==> src/rtl/multicycle_controller.sv <==
// multicycle_controller: multicycle RV32I control FSM with variable-latency memory handshake and illegal-opcode trap.
module multicycle_controller #(
  parameter int ALUC_W      = 3,
  parameter bit TRAP_STICKY = 1'b1
`ifdef RETIRE_CNT_EN
  ,
  parameter int RET_W       = 32
`endif
) (
  input  logic              clk,
  input  logic              rst,
  input  logic [6:0]        op,
  input  logic [2:0]        func3,
  input  logic [6:0]        func7,
  input  logic              zero,
  input  logic              lt,
  input  logic              mem_ready,
  output logic              PCWrite,
  output logic              IRWrite,
  output logic              RegWrite,
  output logic              MemRead,
  output logic              MemWrite,
  output logic              AdrSrc,
  output logic [1:0]        ALUSrcA,
  output logic [1:0]        ALUSrcB,
  output logic [1:0]        ResultSrc,
  output logic [2:0]        ImmSrc,
  output logic [ALUC_W-1:0] ALUControl,
  output logic              illegal,
  output logic [3:0]        state_o
`ifdef RETIRE_CNT_EN
  ,
  output logic [RET_W-1:0]  retired
`endif
);
  localparam logic [6:0] OP_LW   = 7'b0000011;
  localparam logic [6:0] OP_SW   = 7'b0100011;
  localparam logic [6:0] OP_R    = 7'b0110011;
  localparam logic [6:0] OP_I    = 7'b0010011;
  localparam logic [6:0] OP_B    = 7'b1100011;
  localparam logic [6:0] OP_JAL  = 7'b1101111;
  localparam logic [6:0] OP_JALR = 7'b1100111;
  localparam logic [6:0] OP_LUI  = 7'b0110111;
  localparam logic [ALUC_W-1:0] ALU_ADD = ALUC_W'(3'b000);
  localparam logic [ALUC_W-1:0] ALU_SUB = ALUC_W'(3'b001);
  localparam logic [ALUC_W-1:0] ALU_AND = ALUC_W'(3'b010);
  localparam logic [ALUC_W-1:0] ALU_OR  = ALUC_W'(3'b011);
  localparam logic [ALUC_W-1:0] ALU_XOR = ALUC_W'(3'b100);
  localparam logic [ALUC_W-1:0] ALU_SLT = ALUC_W'(3'b101);

  typedef enum logic [3:0] {
    FETCH, DECODE, MEMADR, MEMRD, MEMWB, MEMWR, EXR, EXI,
    ALUWB, BRANCH, JAL, JALR1, JALR2, LUI, TRAP
  } state_t;

  state_t state, next;
  logic r_ok, i_ok, b_ok, b_taken;
  logic [ALUC_W-1:0] r_alu, i_alu, b_alu;

  assign b_ok    = ~func3[1];
  assign b_taken = func3[2] ? (lt ^ func3[0]) : (zero ^ func3[0]);
  assign b_alu   = func3[2] ? ALU_SLT : ALU_SUB;
  assign state_o = state;

  always_comb begin
    r_ok  = 1'b1;
    r_alu = ALU_ADD;
    i_ok  = 1'b1;
    i_alu = ALU_ADD;
    case ({func7, func3})
      {7'b0000000, 3'b000}: r_alu = ALU_ADD;
      {7'b0100000, 3'b000}: r_alu = ALU_SUB;
      {7'b0000000, 3'b111}: r_alu = ALU_AND;
      {7'b0000000, 3'b110}: r_alu = ALU_OR;
      {7'b0000000, 3'b010}: r_alu = ALU_SLT;
      default:              r_ok  = 1'b0;
    endcase
    case (func3)
      3'b000:  i_alu = ALU_ADD;
      3'b100:  i_alu = ALU_XOR;
      3'b110:  i_alu = ALU_OR;
      3'b010:  i_alu = ALU_SLT;
      default: i_ok  = 1'b0;
    endcase
  end

  always_comb begin
    next = state;
    case (state)
      FETCH:  next = mem_ready ? DECODE : FETCH;
      DECODE: begin
        case (op)
          OP_LW, OP_SW: next = MEMADR;
          OP_R:         next = EXR;
          OP_I:         next = EXI;
          OP_B:         next = BRANCH;
          OP_JAL:       next = JAL;
          OP_JALR:      next = JALR1;
          OP_LUI:       next = LUI;
          default:      next = TRAP;
        endcase
      end
      MEMADR: next = (op == OP_LW) ? MEMRD : MEMWR;
      MEMRD:  next = mem_ready ? MEMWB : MEMRD;
      MEMWB:  next = FETCH;
      MEMWR:  next = mem_ready ? FETCH : MEMWR;
      EXR:    next = r_ok ? ALUWB : TRAP;
      EXI:    next = i_ok ? ALUWB : TRAP;
      ALUWB:  next = FETCH;
      BRANCH: next = b_ok ? FETCH : TRAP;
      JAL:    next = ALUWB;
      JALR1:  next = JALR2;
      JALR2:  next = ALUWB;
      LUI:    next = FETCH;
      TRAP:   next = TRAP_STICKY ? TRAP : FETCH;
      default: next = FETCH;
    endcase
  end

  always_ff @(posedge clk or negedge rst) begin
    if (!rst) begin
      state <= FETCH;
`ifdef RETIRE_CNT_EN
      retired <= '0;
`endif
    end else begin
      state <= next;
`ifdef RETIRE_CNT_EN
      if (next == FETCH && state != FETCH && state != TRAP) retired <= retired + RET_W'(1);
`endif
    end
  end

  always_comb begin
    PCWrite    = 1'b0;
    IRWrite    = 1'b0;
    RegWrite   = 1'b0;
    MemRead    = 1'b0;
    MemWrite   = 1'b0;
    AdrSrc     = 1'b0;
    ALUSrcA    = 2'b00;
    ALUSrcB    = 2'b00;
    ResultSrc  = 2'b00;
    ImmSrc     = 3'b000;
    ALUControl = ALU_ADD;
    illegal    = 1'b0;
    case (state)
      FETCH: begin
        MemRead   = 1'b1;
        ALUSrcB   = 2'b10;
        ResultSrc = 2'b10;
        IRWrite   = mem_ready;
        PCWrite   = mem_ready;
      end
      DECODE: begin
        ALUSrcA = 2'b01;
        ALUSrcB = 2'b01;
        ImmSrc  = (op == OP_JAL) ? 3'b011 : 3'b010;
      end
      MEMADR: begin
        ALUSrcA = 2'b10;
        ALUSrcB = 2'b01;
        ImmSrc  = (op == OP_SW) ? 3'b001 : 3'b000;
      end
      MEMRD: begin
        MemRead = 1'b1;
        AdrSrc  = 1'b1;
      end
      MEMWB: begin
        ResultSrc = 2'b01;
        RegWrite  = 1'b1;
      end
      MEMWR: begin
        MemWrite = 1'b1;
        AdrSrc   = 1'b1;
      end
      EXR: begin
        ALUSrcA    = 2'b10;
        ALUControl = r_alu;
      end
      EXI: begin
        ALUSrcA    = 2'b10;
        ALUSrcB    = 2'b01;
        ALUControl = i_alu;
      end
      ALUWB: RegWrite = 1'b1;
      BRANCH: begin
        ALUSrcA    = 2'b10;
        ALUControl = b_ok ? b_alu : ALU_ADD;
        PCWrite    = b_ok & b_taken;
      end
      JAL, JALR2: begin
        PCWrite = 1'b1;
        ALUSrcA = 2'b01;
        ALUSrcB = 2'b10;
      end
      JALR1: begin
        ALUSrcA = 2'b10;
        ALUSrcB = 2'b01;
      end
      LUI: begin
        ImmSrc    = 3'b100;
        ResultSrc = 2'b11;
        RegWrite  = 1'b1;
      end
      TRAP: illegal = 1'b1;
      default: illegal = 1'b0;
    endcase
  end
endmodule

==> config.mk <==
export PLATFORM = sky130hd
export DESIGN_NAME = multicycle_controller
export DESIGN_NICKNAME = d
export VERILOG_FILES = /design/src/rtl/multicycle_controller.sv
export SDC_FILE = /design/constraint.sdc
export NUM_CORES = 1
export LEC_CHECK = 0
export ABC_CLOCK_PERIOD_IN_PS = 2200
export CAP_MARGIN = 20
export CORE_ASPECT_RATIO = 0.75
export CORE_MARGIN = 2
export CORE_UTILIZATION = 39
export CTS_CLUSTER_DIAMETER = 40
export DETAILED_ROUTE_END_ITERATION = 10
export PLACE_DENSITY = 0.79
export SETUP_SLACK_MARGIN = 0.15
export SYNTH_ARGS = -nofsm -noshare
export SYNTH_HDL_FRONTEND = slang
export SYNTH_SLANG_ARGS = --single-unit
==> constraint.sdc <==
create_clock -name clk -period 2.2 [get_ports clk]
set_clock_uncertainty 0.05 [all_clocks]
set_input_delay 0.22 -clock clk [delete_from_list [all_inputs] [get_ports clk]]
set_output_delay 0.22 -clock clk [all_outputs]
set_load 0.01 [all_outputs]
==> results_dict.tcl <==
set metrics [dict create \
    cts_tree "yes" \
    cp_data_required_time_ps 1930 \
    post-route-util_pct 72.36 \
    crit_chain "clkdlybuf4s50_1 > nor4_4 > nand3_2 > or4b_4 > a21oi_2 > buf_2" \
    synth_flop_cell "dfrtp_1" \
    firstDrtPassIters 4 \
    final_max_slew_viol_count 0 \
    post-route-period-util_pct 96.27 \
    cpMaxStageDelayCell "or4b_4" \
    crit_type "primary input to output pin" \
    final_common_cell "clkdlybuf4s50_1" \
    drt_iter0_markers 30 \
    grt_util_met1_pct 35.91 \
    grt_max_degree 24 \
    reg2reg_from "state_o[2]" \
    htree_num_levels 1 \
    setup_viol 0 \
    status "complete, no violations" \
    synthArstFlopShare_pct 100.0 \
    postSynthCellCount 124 \
    io_pins 45 \
    hold_slack_ps 121.9 \
    r2r_slack_ps 320 \
    yosysWarnings 0 \
    setup_tns_ps 0 \
    synth_top_area_cell "dfrtp_1" \
    grt.busiest_layer "met2" \
    dpl.hpwl_mm 2.360 \
    overflow 0 \
    switching_share_pct 47.10 \
    grt_setup_unrepaired "true" \
    clk_pin_slew_worst_paths_ps 40 \
    netlist.area_leader.share_pct 12.05 \
    p_int_uw 776.3 \
    cp_max_fo 3 \
    synth_cell_types 46 \
    fmax_mhz 472.2 \
    yosysSeqAreaShare_pct 12.05 \
    postRouteAntennaNets 0 \
    p_seq_share_pct 8.3 \
    drc_errors 0 \
    viasPerCell 5.696 \
    hold_class "primary input to asynchronous set/reset pin" \
    core_area_um2 2014 \
    relSlewSlack_pct 78.28 \
    route.vias.total 1162 \
    clock_sinks 4 \
    peakVddDrop_mv 0.9105 \
    wl_per_cell_um 16.01 \
    largest_register_ffs 4 \
    tightest_slew_ps 325.8 \
    netlist_area_um2 830.8 \
    power.density_nw_per_um2 1007 \
    initial_core_util_pct 41.24 \
    final_cell_mix "clkdlybuf4s50_1 (29), buf_4 (15), nand2_1 (14)" \
    drt_wl_total_mm 3.266 \
    nets 204 \
    min_period_ps 2118 \
    gp_congestion 0.8868 \
    die_x_um 57.30 \
    synth.top_cells.by_area "dfrtp_1 (12%), nand2b_1 (7.5%), a21oi_1 (6.6%), nand2_1 (6.3%), nor2_1 (5.4%)" \
    p_clk_share_pct 6.7 \
    hold_violations 0 \
    grtUsageMet3_pct 2.687 \
    antennaDiodeCount 0 \
    ys_seq_elements 4 \
    clockBufferDepth 2 \
    drive_gt1_share_pct 21.11 \
    critPathLaunch "func7[0]" \
    max_stage_delay_ps 500 \
    synth_edf_count 0 \
    first_global_vias 1069 \
    use_met2_pct 44.37 \
    rows 14 \
    antenna_found_initial 0 \
    die_y_um 43.97 \
    synth.avg_cell_area_um2 6.700 \
    syn_nets 146 \
    cts_hold_buf 0 \
    cts_made_buffers 3 \
    power_switching_uw 691.2 \
    worstSetupStartpointType "primary input" \
    area_growth_pct 75.45 \
    grt_pass1_wl_mm 5.085 \
    clock_latency_ps 250 \
    grt_use_total_pct 26.21 \
    cts_root_buf "clkbuf_4" \
    crit_arrival_ps 1850 \
    leakagePower_nw 0.6323 \
    dieArea_um2 2519 \
    io_buffers 44 \
    maxCapViolations 0 \
    pwr-share-comb_pct 85.0 \
    setup.worst_path.end_class "output pin" \
]
[routing by layer]
metal  wire [um]  vias up  part of all wire, %
met5           0        -                    0
met4          33        0                  1.0
met3         174        4                  5.3
met2        1628       45                   50
met1        1431      539                   44
li1            -      574                    -
[cell type report]
class / instances / area (um^2)
fillers: 165 / 556.8
flip-flops and latches: 4 / 100.1
inverters: 2 / 7.507
well taps: 24 / 30.03
repair buffers: 62 / 554.3
clock buffers: 3 / 22.52
multi-input cells: 109 / 743.2
[critical path: cells and delay by family]
kind / cells / cell delay [ps]
and+or+nand+nor: 3 / 930
buffers and inverters: 2 / 570
AOI/OAI and AO/OA: 1 / 120
[Yosys cell counts (2+ instances only)]
master and count:
nor3_1 3, dfrtp_1 4, mux2i_1 3, o21ai_0 4
and3b_1 3, nor2b_1 6, nand2_1 14, nand3_1 6
nor2_1 12, clkbuf_1 6, nand3b_1 2, xor2_1 2
a21oi_1 11, buf_2 2, o32ai_1 2, a21boi_0 2
nand2b_1 10, inv_1 2, nor4_1 3
[power by group through the flow]
stage / combinational (mW) / sequential, mW / clock [mW]
after global routing: 1.34 / 0.127 / 0.0972
after detailed placement: 1.18 / 0.118 / 0
final: 1.25 / 0.122 / 0.0983
after CTS: 1.20 / 0.120 / 0.0948
after floorplan: 0.616 / 0.143 / 0
after global placement: 1.15 / 0.117 / 0
[per-stage QoR]
stage	cells	power [mW]	instance area [um^2]	setup WS (ps)
floorplan	124	0.7585	830.8	275.5
global placement	197	1.265	1363	-410.0
detailed placement	197	1.301	1363	-457.0
CTS	203	1.416	1419	46.39
global route	204	1.565	1458	18.38
finish	204	1.467	1458	82.13
[logic make-up (layout without fill, tap and decap cells)]
family	count (synthesis)	in the layout	share of synthesized area, %
compound gates	31	31	25.00
buf+inv	11	67	6.175
mux	3	3	3.615
xor+xnor	3	3	3.163
flops	4	4	12.05
simple gates	72	72	50.00
[worst paths after layout]
path | to | depth (start not counted)
max in group asynchronous | state_o[3] | 1
worst max register to register | state_o[2] | 8
worst min register to register | state_o[0] | 2
min in group clk | state_o[1] | 5
worst min-delay path | state_o[1] | 1
worst max-delay path | ALUControl[0] | 6
[repair_timing]
item / CTS / global route
resized for setup: 38 / 12
pin swaps: 4 / 5
buffers inserted: 3 / 1
endpoints found under the setup margin: 15 / 9
(Power assumes the default switching activity.)
==> edit 1, RTL diff (same flow settings) <==
The option `RETIRE_CNT_EN` is turned on by a define.
--- a/src/rtl/multicycle_controller.sv
+++ b/src/rtl/multicycle_controller.sv
@@ -1,4 +1,6 @@
 // multicycle_controller: multicycle RV32I control FSM with variable-latency memory handshake and illegal-opcode trap.
+`define RETIRE_CNT_EN
+
 module multicycle_controller #(
   parameter int ALUC_W      = 3,
   parameter bit TRAP_STICKY = 1'b1
Function (old outputs only; new: retired): kept (equiv_simple and equiv_induct, registers matched by name and starting in step).
==> edit 1 against the original RTL <==
The run now ends with setup timing left; setup slack got worse by 0.45 ns; global-route usage decreased by 4.8 points; highest routed layer unchanged; power rose to 3.4 times the old value; clock power rose to 5.3 times the old value; synthesized area rose to 3.0 times the old value; critical endpoint is now retired[28]; sequential cell count increased by 32; final area rose to 3.1 times the old value; critical path type is now flip-flop to flip-flop; wire length rose to 3.1 times the old value.
==> edit 1: results (changes against the original RTL) <==
status - complete, but fails checks (was complete, no violations)
violated checks - setup timing
Post-DP HPWL - 5590 µm (was 2360 µm)
worst slack after detailed placement - -0.650 ns (was -0.457 ns)
detailed-routing wirelength on met1 - 4140 µm (was 1430 µm)
static leakage - 2.01 nW (was 0.632 nW)
pin count of the biggest net entering global routing - 37 (was 24)
Placed Instances - 476 (was 197)
depth of the CTS H-tree - 2 (was 1)
metal2 WL - 4980 µm (was 1630 µm)
clock root buffer - sky130_fd_sc_hd__clkbuf_8 (was sky130_fd_sc_hd__clkbuf_4)
cells after synthesis - 277 (was 124)
crit path setup slack, layout - -0.365 ns (was 0.0821 ns)
clock buffer count from CTS - 5 (was 3)
crit path max fanout - 7 (was 3)
PostCTS Resize Cnt - 67 (was 38)
number of I/O port buffers - 76 (was 44)
met1 Use GR - 28.8% (was 35.9%)
Critical Path Start - state_o[1] (was func7[0])
met3 usage in global routing - 3.90% (was 2.69%)
global-route wire length before repair - 12300 µm (was 5090 µm)
power of the clock network - 523 µW (was 98.3 µW)
net switching fraction of the power - 46.5% (was 47.1%)
main area contributors after synthesis - sky130_fd_sc_hd__dfrtp_1 36%, sky130_fd_sc_hd__xor2_1 9.1%, sky130_fd_sc_hd__nor4_2 8.0% (was sky130_fd_sc_hd__dfrtp_1 12%, sky130_fd_sc_hd__nand2b_1 7.5%, sky130_fd_sc_hd__a21oi_1 6.6%)
master of the slowest instance on the critical path - sky130_fd_sc_hd__dfrtp_1 (was sky130_fd_sc_hd__or4b_4)
worst-case headroom to the max-slew limit - 68.5% (was 78.3%)
post-synthesis compound-gate area fraction - 9.77% (was 25.0%)
post-synthesis adder-cell area fraction - 0.499% (was 0%)
M2 GR Usage - 35.7% (was 44.4%)
post-detailed-route wirelength per cell - 20.1 µm (was 16.0 µm)
R2R depth - 11 (was 8)
post-placement cell area - 3790 µm² (was 1360 µm²)
layout net count - 442 (was 204)
drt first-iter violations - 241 (was 30)
Total GRT Usage - 21.4% (was 26.2%)
source-to-sink clock delay at the later pin of the worst-skew pair - 0.31 ns (was 0.25 ns)
end of the critical path - retired[28] (was ALUControl[0])
WL met3 - 581 µm (was 174 µm)
setup-violating endpoint count in the final report - 36 (was 0)
detailed-route vias per instance - 5.77 (was 5.70)
sequential share of the synthesized area - 35.9% (was 12.0%)
syn nets - 300 (was 146)
most used standard cells in the synthesized netlist - 36 x sky130_fd_sc_hd__dfrtp_1, 26 x sky130_fd_sc_hd__xor2_1, 25 x sky130_fd_sc_hd__nand2_1 (was 14 x sky130_fd_sc_hd__nand2_1, 12 x sky130_fd_sc_hd__nor2_1, 11 x sky130_fd_sc_hd__a21oi_1)
xor-xnor portion of the synthesized cell area - 11.9% (was 3.16%)
# Post-CTS Setup Buffers - 2 (was 3)
edit 1: changes by cell type in the layout (fill, tap and decap cells not counted), sizes merged, moves of 14 or more:
| cell | before | now |
|---|---|---|
| buf | 21 | 74 |
| clkdlybuf4s50 | 29 | 55 |
| nor3 | 3 | 17 |
| xor2 | 2 | 26 |
| nor4 | 3 | 18 |
| dfrtp | 4 | 36 |
edit 1: cells by family (layout without fill, tap and decap cells):
| kind of cell | count (synthesis) | after routing |
|---|---|---|
| AO/OA/AOI/OAI | 37 | 37 |
| XOR/XNOR | 34 | 34 |
| adder cells (fa/ha/maj) | 1 | 1 |
| buffers and inverters | 23 | 166 |
| flip-flops | 36 | 36 |
| multiplexers | 3 | 3 |
| AND/OR/NAND/NOR | 143 | 143 |
edit 1: area by class of cell:
class / count / area [µm²]
inverter: 9 / 36.3
multi-input combinational: 218 / 1930
sequential: 36 / 903
tap: 81 / 101
timing repair buffer: 149 / 1460
fill: 400 / 1730
clock buffer: 8 / 90.1
==> edit 2, RTL diff (same flow settings) <==
Without the edit above. Reset style: synchronous (`rst`), changed in one clocked block.
--- a/src/rtl/multicycle_controller.sv
+++ b/src/rtl/multicycle_controller.sv
@@ -117,7 +117,7 @@
     endcase
   end
 
-  always_ff @(posedge clk or negedge rst) begin
+  always_ff @(posedge clk) begin
     if (!rst) begin
       state <= FETCH;
 `ifdef RETIRE_CNT_EN
Function: differs if rst is asserted again (counterexample within 4 cycles, from zero or initial values and one cycle with rst low); with rst held inactive, the same outputs for 10 cycles.
==> edit 2 against the original RTL <==
Final area is 1.9% higher; final cell count is 6.9% higher; register-to-register slack hardly changed; power is 16% lower; setup slack better by 0.0082 ns; sequential cell count stayed put; synthesized area is 0.45% higher; highest routed layer is now met3; wire length is 4.8% lower.
==> edit 2: results (changes against the original RTL) <==
crit path max fanout - 3 (unchanged)
number of I/O port buffers - 44 (unchanged)
source-to-sink clock delay at the later pin of the worst-skew pair - 0.23 ns (was 0.25 ns)
Post-DP HPWL - 2430 µm (was 2360 µm)
number of global-route vias before repair - 1135 (was 1069)
pin count of the biggest net entering global routing - 25 (was 24)
Placed Instances - 213 (was 197)
post-synthesis async set-or-reset flop share - 0% (was 100%)
length of the first detailed-routing pass in iterations - 4 (unchanged)
global-route wire length before repair - 5280 µm (was 5090 µm)
layout net count - 218 (was 204)
sequential share of the synthesized area - 9.60% (was 12.0%)
top_reg_cell synth - sky130_fd_sc_hd__dfxtp_1 (was sky130_fd_sc_hd__dfrtp_1)
number of antenna cells inserted - 0 (unchanged)
Critical Path Start - func7[3] (was func7[0])
syn nets - 157 (was 146)
reg2reg setup slack - 0.32 ns (about the same)
worst reg2reg path startpoint - state_o[1] (was state_o[2])
worst slack after detailed placement - -0.624 ns (was -0.457 ns)
gpl congestion - 0.903 (was 0.887)
final-layout setup total negative slack - 0 ns (unchanged)
worst hold stages - 3
hold crit path type - flip-flop to flip-flop (was primary input to async pin)
CP arrival - 1.84 ns
portion of the clock cycle consumed by the worst path in the final layout - 95.9% (was 96.3%)
clock buffer count from CTS - 3 (unchanged)
static leakage - 0.664 nW (was 0.632 nW)
highest ir drop seen on vdd - 0.749 mV (was 0.911 mV)
status - complete, no violations (unchanged)
detailed-route vias per instance - 5.69 (was 5.70)
post-CTS clock slew at the launch and capture registers of the worst setup and hold paths - 0.04 ns (about the same)
share of final-layout standard cells stronger than drive strength 1 - 24.7% (was 21.1%)
vias after detailed routing - 1240 (was 1162)
worst-case headroom to the max-slew limit - 40.1% (was 78.3%)
unique cell type count in the Yosys netlist - 39 (was 46)
startpoint of the tightest hold check path - state_o[1]
antenna violations before repair - 0 (unchanged)
drt first-iter violations - 51 (was 30)
maximum buffer depth of the clock tree - 2 (unchanged)
clock root buffer - sky130_fd_sc_hd__clkbuf_4 (unchanged)
cells after synthesis - 135 (was 124)
depth of the CTS H-tree - 1 (unchanged)
post-detailed-route wirelength per cell - 14.3 µm (was 16.0 µm)
Total GRT Usage - 26.5% (was 26.2%)
main area contributors after synthesis - sky130_fd_sc_hd__dfxtp_1 9.6%, sky130_fd_sc_hd__o21ai_0 7.8%, sky130_fd_sc_hd__nor2_1 7.2% (was sky130_fd_sc_hd__dfrtp_1 12%, sky130_fd_sc_hd__nand2b_1 7.5%, sky130_fd_sc_hd__a21oi_1 6.6%)
R2R depth - 6 (was 8)
switching power total - 572 µW (was 691 µW)
most used standard cells in the synthesized netlist - 16 x sky130_fd_sc_hd__nor2_1, 15 x sky130_fd_sc_hd__nand2_1, 13 x sky130_fd_sc_hd__o21ai_0 (was 14 x sky130_fd_sc_hd__nand2_1, 12 x sky130_fd_sc_hd__nor2_1, 11 x sky130_fd_sc_hd__a21oi_1)
max FFs per register - 4 (unchanged)
yosys synthesis warning count - 0 (unchanged)
## edit 2: layout make-up
type | count | area (µm²)
clock buffers | 3 | 22.5
fillers | 168 | 529
inverters | 4 | 15.0
multi-input cells | 116 | 729
flip-flops and latches | 4 | 80.1
well taps | 24 | 30.0
repair buffers | 67 | 608
## edit 2: logic make-up after synthesis
group                     Yosys count  synth area share (%)
muxes                               3                  3.60
DFF                                 4                  9.60
and+or+nand+nor                    69                  42.6
buffers and inverters              15                  7.20
AOI/OAI and AO/OA                  41                  33.9
xor gates and xnor gates            3                  3.15
## edit 2: routing by layer
metal / vias up / GRT usage [%] / wire length [µm]
li1: 619 / - / -
met4: 0 / 8.37 / 0
met5: - / 0 / 0
met3: 0 / 4.09 / 226
met1: 575 / 38.2 / 1480
met2: 46 / 40.9 / 1410
## edit 2: path summary, 6_finish.rpt
| kind | to |
|---|---|
| worst max-delay path | ALUControl[1] |
| worst min-delay path | state_o[1] |
| worst max register to register | state_o[2] |
| worst min register to register | state_o[1] |
## edit 2: repair_timing
item                       CTS  global route
buffers inserted             1             1
resized for setup           48            14
setup endpoints to repair   13             9
pin swaps                    7             6
hold buffers                 0             0
## edit 2: through the flow
stage          instance area [µm²]  power (mW)  hold WS, ns
5_1_grt                       1490        1.33        0.673
2_1_floorplan                  835       0.650        0.369
3_3_place_gp                  1420        1.12        0.622
6_report                      1490        1.23        0.643
3_5_place_dp                  1420        1.14        0.628
4_1_cts                       1440        1.21        0.632
## edit 2: power by group through the flow
| stage | clock network (mW) | logic (mW) | registers, mW |
|---|---|---|---|
| 2_1_floorplan | 0 | 0.518 | 0.132 |
| 6_report | 0.0910 | 1.02 | 0.118 |
| 3_5_place_dp | 0 | 1.03 | 0.108 |
| 5_1_grt | 0.0975 | 1.11 | 0.121 |
| 4_1_cts | 0.0938 | 1.01 | 0.111 |
| 3_3_place_gp | 0 | 1.01 | 0.106 |
## edit 2: worst max-delay path, stage by stage
cell and delay, ns:
sky130_fd_sc_hd__buf_6 0.09, sky130_fd_sc_hd__or4_4 0.52, sky130_fd_sc_hd__or4_4 0.47, sky130_fd_sc_hd__buf_6 0.14, sky130_fd_sc_hd__o21ai_2 0.12, sky130_fd_sc_hd__and3_1 0.16, sky130_fd_sc_hd__buf_2 0.12
